<file path="src/rtl/fetch_unit.sv">
// rtl/fetch_unit.sv - reset-vector load and byte-stream fetch unit; optional write port via FETCH_UNIT_WRITE_PORT_EN
module fetch_unit #(
    parameter int                DEPTH        = 16,
    parameter int                WIDTH        = 8,
    parameter logic [DEPTH-1:0]  RESET_VECTOR = DEPTH'(16'hFFFC)
) (
    input  logic             clk,
    input  logic             resetn,
    output logic             enable,
    output logic [DEPTH-1:0] address,
    output logic             wr_enable,
    output logic [WIDTH-1:0] wr_data,
    input  logic [WIDTH-1:0] rd_data,
    output logic             byte_valid,
    input  logic             byte_ready,
    output logic [WIDTH-1:0] byte_data,
    output logic [DEPTH-1:0] byte_addr,
    input  logic             jump_valid,
    input  logic [DEPTH-1:0] jump_addr,
    output logic             vector_done,
    output logic [DEPTH-1:0] pc
`ifdef FETCH_UNIT_WRITE_PORT_EN
    ,
    input  logic             wr_req,
    input  logic [DEPTH-1:0] wr_addr,
    input  logic [WIDTH-1:0] wr_din,
    output logic             wr_ack
`endif
);

    typedef enum logic [1:0] {VEC_LO, VEC_HI, VEC_WAIT, RUN} state_t;

    state_t           state_q, state_d;
    logic [WIDTH-1:0] vec_lo_q, vec_lo_d;
    logic [DEPTH-1:0] pc_q, pc_d;
    logic             vector_done_q, vector_done_d;
    logic             inflight_q, inflight_d;
    logic [DEPTH-1:0] inflight_addr_q, inflight_addr_d;
    logic [WIDTH-1:0] fifo_data_q [2];
    logic [WIDTH-1:0] fifo_data_d [2];
    logic [DEPTH-1:0] fifo_addr_q [2];
    logic [DEPTH-1:0] fifo_addr_d [2];
    logic             wr_ptr_q, wr_ptr_d;
    logic             rd_ptr_q, rd_ptr_d;
    logic [1:0]       count_q, count_d;

    logic             en_c;
    logic [DEPTH-1:0] addr_c;
    logic             pop, push, flush, issue;
    logic [1:0]       occupancy;
`ifdef FETCH_UNIT_WRITE_PORT_EN
    logic             wr_en_c;
    logic [WIDTH-1:0] wr_data_c;
    logic             wr_ack_c;
`endif

    assign byte_valid = (count_q != 2'd0);
    assign pop        = byte_valid && byte_ready;
    // Buffered plus in-flight bytes once this cycle's handshake retires.
    assign occupancy  = count_q + 2'(inflight_q) - 2'(pop);

    always_comb begin
        state_d         = state_q;
        vec_lo_d        = vec_lo_q;
        pc_d            = pc_q;
        vector_done_d   = vector_done_q;
        en_c            = 1'b0;
        addr_c          = pc_q;
        flush           = 1'b0;
        issue           = 1'b0;
`ifdef FETCH_UNIT_WRITE_PORT_EN
        wr_en_c         = 1'b0;
        wr_data_c       = '0;
        wr_ack_c        = 1'b0;
`endif
        case (state_q)
            VEC_LO: begin
                en_c    = 1'b1;
                addr_c  = RESET_VECTOR;
                state_d = VEC_HI;
            end
            VEC_HI: begin
                en_c     = 1'b1;
                addr_c   = RESET_VECTOR + DEPTH'(1);
                vec_lo_d = rd_data;
                state_d  = VEC_WAIT;
            end
            VEC_WAIT: begin
                pc_d          = DEPTH'({rd_data, vec_lo_q});
                vector_done_d = 1'b1;
                state_d       = RUN;
            end
            RUN: begin
                flush = jump_valid;
`ifdef FETCH_UNIT_WRITE_PORT_EN
                if (wr_req) begin
                    en_c      = 1'b1;
                    addr_c    = wr_addr;
                    wr_en_c   = 1'b1;
                    wr_data_c = wr_din;
                    wr_ack_c  = 1'b1;
                end else
`endif
                if (!jump_valid && (occupancy < 2'd2)) begin
                    en_c   = 1'b1;
                    addr_c = pc_q;
                    pc_d   = pc_q + DEPTH'(1);
                    issue  = 1'b1;
                end
                if (jump_valid) begin
                    pc_d = jump_addr;
                end
            end
            default: state_d = VEC_LO;
        endcase
    end

    // A read issued last cycle returns now; a jump discards it along with the FIFO.
    always_comb begin
        push            = inflight_q && !flush;
        inflight_d      = issue;
        inflight_addr_d = issue ? pc_q : inflight_addr_q;
        fifo_data_d     = fifo_data_q;
        fifo_addr_d     = fifo_addr_q;
        wr_ptr_d        = wr_ptr_q;
        rd_ptr_d        = rd_ptr_q;
        count_d         = count_q;
        if (flush) begin
            wr_ptr_d = 1'b0;
            rd_ptr_d = 1'b0;
            count_d  = 2'd0;
        end else begin
            if (push) begin
                fifo_data_d[wr_ptr_q] = rd_data;
                fifo_addr_d[wr_ptr_q] = inflight_addr_q;
                wr_ptr_d              = ~wr_ptr_q;
            end
            if (pop) begin
                rd_ptr_d = ~rd_ptr_q;
            end
            count_d = count_q + 2'(push) - 2'(pop);
        end
    end

    always_ff @(posedge clk or negedge resetn) begin
        if (!resetn) begin
            state_q         <= VEC_LO;
            vec_lo_q        <= '0;
            pc_q            <= '0;
            vector_done_q   <= 1'b0;
            inflight_q      <= 1'b0;
            inflight_addr_q <= '0;
            fifo_data_q[0]  <= '0;
            fifo_data_q[1]  <= '0;
            fifo_addr_q[0]  <= '0;
            fifo_addr_q[1]  <= '0;
            wr_ptr_q        <= 1'b0;
            rd_ptr_q        <= 1'b0;
            count_q         <= 2'd0;
        end else begin
            state_q         <= state_d;
            vec_lo_q        <= vec_lo_d;
            pc_q            <= pc_d;
            vector_done_q   <= vector_done_d;
            inflight_q      <= inflight_d;
            inflight_addr_q <= inflight_addr_d;
            fifo_data_q     <= fifo_data_d;
            fifo_addr_q     <= fifo_addr_d;
            wr_ptr_q        <= wr_ptr_d;
            rd_ptr_q        <= rd_ptr_d;
            count_q         <= count_d;
        end
    end

    // Reset clears state asynchronously, but VEC_LO would still strobe; gate it directly.
    assign enable      = en_c && resetn;
    assign address     = addr_c;
    assign byte_data   = fifo_data_q[rd_ptr_q];
    assign byte_addr   = fifo_addr_q[rd_ptr_q];
    assign vector_done = vector_done_q;
    assign pc          = pc_q;
`ifdef FETCH_UNIT_WRITE_PORT_EN
    assign wr_enable   = wr_en_c && resetn;
    assign wr_data     = wr_data_c;
    assign wr_ack      = wr_ack_c && resetn;
`else
    assign wr_enable   = 1'b0;
    assign wr_data     = '0;
`endif

endmodule

</file>
<file path="config.mk">
export PLATFORM = sky130hd
export DESIGN_NAME = fetch_unit
export DESIGN_NICKNAME = d
export VERILOG_FILES = /design/src/rtl/fetch_unit.sv
export SDC_FILE = /design/constraint.sdc
export NUM_CORES = 1
export LEC_CHECK = 0
export ABC_AREA = 0
export BUFFER_PORTS_ARGS = -buffer_cell sky130_fd_sc_hd__buf_2
export CAP_MARGIN = 25
export CORE_MARGIN = 2
export CORE_UTILIZATION = 25
export CTS_CLUSTER_SIZE = 25
export DETAILED_ROUTE_END_ITERATION = 16
export MAX_ROUTING_LAYER = met4
export PLACE_DENSITY_LB_ADDON = 0.05
export SETUP_SLACK_MARGIN = 0.05
export SLEW_MARGIN = 0
export SYNTH_ARGS = -nofsm -noshare
export SYNTH_HDL_FRONTEND = slang
export SYNTH_SLANG_ARGS = --single-unit
</file>
<file path="constraint.sdc">
create_clock -name clk -period 3.8 [get_ports clk]
set_clock_uncertainty 0.15 [all_clocks]
set_input_delay 0.19 -clock clk [delete_from_list [all_inputs] [get_ports clk]]
set_output_delay 0.19 -clock clk [all_outputs]
set_load 0.1 [all_outputs]
</file>
==> summary.txt <==
Clock network
  • Worst skew pair latency: 0.35 ns
  • Post-cts sizing count: 0
  • Clock sinks: 96
  • CTS Buf Count: 9
  • # H-tree levels: 3
  • Maximum clock insertion buffer count: 2
  • CTS tree: built
  • Clk root buf: clkbuf_16
  • Reg clk slew, reported paths: 0.07 ns

Finish
  • Final nets: 529
  • FILL cells: 1,925
  • Area Growth Syn to Fin: 20.0%
  • Non-filler cells in the finished layout: 732
  • # diodes: 0
  • Share of post-route cells with drive strength above 1: 37.3%

Timing
  • Final hold vios: 0
  • Slew Viols, Final: 0
  • RSZ-0062 raised after global routing: false
  • Hold Slack: 0.0179 ns
  • Max Fclk: 318 MHz
  • Measured slew at the worst slew-check pin: 0.843 ns
  • Min Tclk post-route: 3.15 ns
  • Relative slew slack: 43.8%
  • Tcrit/Tclk final: 82.8%
  • Final Setup Violations: 0
  • Final setup TNS: 0 ns

Worst setup path
  • Worst EP required: 3.46 ns
  • Worst setup SP type: flop
  • Critical path type: flop to output port
  • Reg-to-Reg End: fifo_data_q[4]
  • Crit end category: output port
  • Worst setup endpoint: enable
  • CP Max Fanout: 16
  • CP Data Arrival Time: 2.81 ns
  • RR Startpoint: state_q[1]
  • R2R cell count: 5
  • R2R Setup Slk: 1.04 ns
  • Crit. Startpoint: state_q[1]

Synthesis
  • Yosys reg bits: 96
  • Ys Warns: 0
  • Post-synth EDFFs: 0
  • Synth area leader: dfrtp_1
  • Post-synthesis sequential area ratio: 50.6%
  • Ys flop type: dfrtp_1
  • Synth unique cells: 51
  • List of most frequent post-synthesis cells: 96 x dfrtp_1, 63 x mux2_2, 31 x nand2_1, 28 x mux2_1, 19 x o21ai_1
  • Asr flop ratio synth: 100%
  • Synth Cell Area: 4750 sq um
  • Top post-synthesis cells by area: dfrtp_1 51%, mux2_2 15%, mux2_1 6.6%, nand2_1 2.4%, ha_1 2.1%
  • Synthesized area per cell: 11.7 sq um
  • Synth Instances: 407
  • Area share of the leading cell type in the synthesized netlist: 50.6%
  • Count leader, synth: dfrtp_1

Routing
  • Initial DRC count: 180
  • Wire length on met2: 6.60 mm
  • Drc violations: 0
  • Drt total wl: 13.8 mm
  • DRT met1 WL: 6.56 mm
  • Via density: 4.61
  • Vias: 3,377
  • Top routing layer used: met4
  • Routed wire per std cell: 18.9 um
  • Final ANT Viol Nets: 0
  • First-pass iteration count of the detailed router: 5
  • DR WL met3: 474 um

Flow run
  • Maxcap violations: 0

Die
  • Die X: 142 um
  • Core area: 18,700 sq um
  • DIE AREA: 20,100 sq um
  • Die Ht: 142 um
  • Initial Utilization: 25.4%
  • Number of I/O pins: 96
  • Site Rows: 50

GRT
  • Pin count of the biggest net entering global routing: 63
  • Number of global-route vias before repair: 3,631
  • GRT Overall Usage: 14.8%
  • Global route overflow: 0
  • Initial antenna violation count: 0
  • First-pass GRT wire length: 21.7 mm

Status
  • Status: completed

Min path
  • Class of the tightest hold or removal check: input pin to flop

Placed design
  • Post-DP HPWL: 9.98 mm
  • Port bufs: 86
  • GPL Wtd Cong: 0.767
  • Placed cell count: 713
critical path: stages, from the launching register on:
cell     delay (ns)
dfrtp_1        0.43
ha_1           0.66
inv_2          0.32
nor2_4         0.30
o21ai_2        0.10
a21oi_1        0.19
buf_2          0.46
state kept, by name, summed over array words and instances (netlist names):
register / flops
vector_done: 1
count_q: 2
vec_lo_q: 8
pc: 16
rd_ptr_q: 1
inflight_addr_q: 16
state_q: 2
wr_ptr_q: 1
fifo_data_q: 16
inflight_q: 1
fifo_addr_q: 32
repair_timing:
action	CTS	global route
setup buffers	0	0
endpoints found under the hold margin	38	0
hold buffers	3	0
worst min path at each step:
stage / start / endpoint / slack, ns / cells after the start
after detailed placement: resetn / fifo_data_q[12] / 0.03 / 1
after floorplan: resetn / count_q[0] / -0.26 / 0
after global routing: rd_data[3] / fifo_data_q[11] / 0.02 / 2
final: rd_data[3] / fifo_data_q[11] / 0.02 / 2
after CTS: jump_addr[13] / pc[13] / 0.007 / 3
after global placement: resetn / fifo_data_q[12] / 0.05 / 1
stage by stage:
step,setup WS [ns],cell area (sq um),utilization (%)
floorplan,0.670,4780,-
global placement,1.10,5390,28.8
detailed placement,1.01,5390,28.8
CTS,0.657,5700,30.5
global route,0.424,5700,30.5
finish,0.655,5700,30.5
layer usage:
layer,vias to the layer above,track usage [%]
met5,-,-
met3,14,2.13
met4,0,4.84
li1,1620,-
met1,1680,19.6
met2,63,23.6
cell usage in the layout (no fill, tap or decap), types with 5 or more instances in the layout:
master / netlist / routed
inv_1: 10 / 10
a21oi_1: 11 / 11
ha_1: 8 / 8
conb_1: 1 / 9
clkbuf_16: 0 / 9
buf_2: 9 / 85
o21ai_1: 19 / 19
or3_1: 10 / 10
buf_4: 9 / 8
a31oi_1: 5 / 5
nand2_1: 31 / 31
mux2_2: 63 / 63
dfrtp_1: 96 / 96
nor3_1: 5 / 5
nor2_1: 14 / 14
xnor2_1: 5 / 5
mux2_1: 28 / 28
o21ai_0: 8 / 8
nand3_1: 7 / 7
cell families after synthesis:
logic type | synth area share [%]
other | 0.0789
multiplexers | 22.0
AO/OA/AOI/OAI | 9.50
flip-flops | 50.6
XOR/XNOR | 1.29
buffers and inverters | 4.82
adder cells (fa/ha/maj) | 2.11
AND/OR/NAND/NOR | 9.66
area by class of cell:
| class | count | area, sq um | share of cell area (%) |
|---|---|---|---|
| Clock buffer | 9 | 225 | 3.95 |
| Timing Repair Buffer | 97 | 536 | 9.39 |
| Inverter | 11 | 41.3 | 0.724 |
| Multi-Input combinational cell | 278 | 2150 | 37.7 |
| Clock inverter | 7 | 52.6 | 0.922 |
| Tap cell | 234 | 293 | 5.14 |
| Sequential cell | 96 | 2400 | 42.1 |
Power is left out: the tool's default activity adds up to more than one toggle a clock period on the data nets, which glitch-free logic cannot reach.
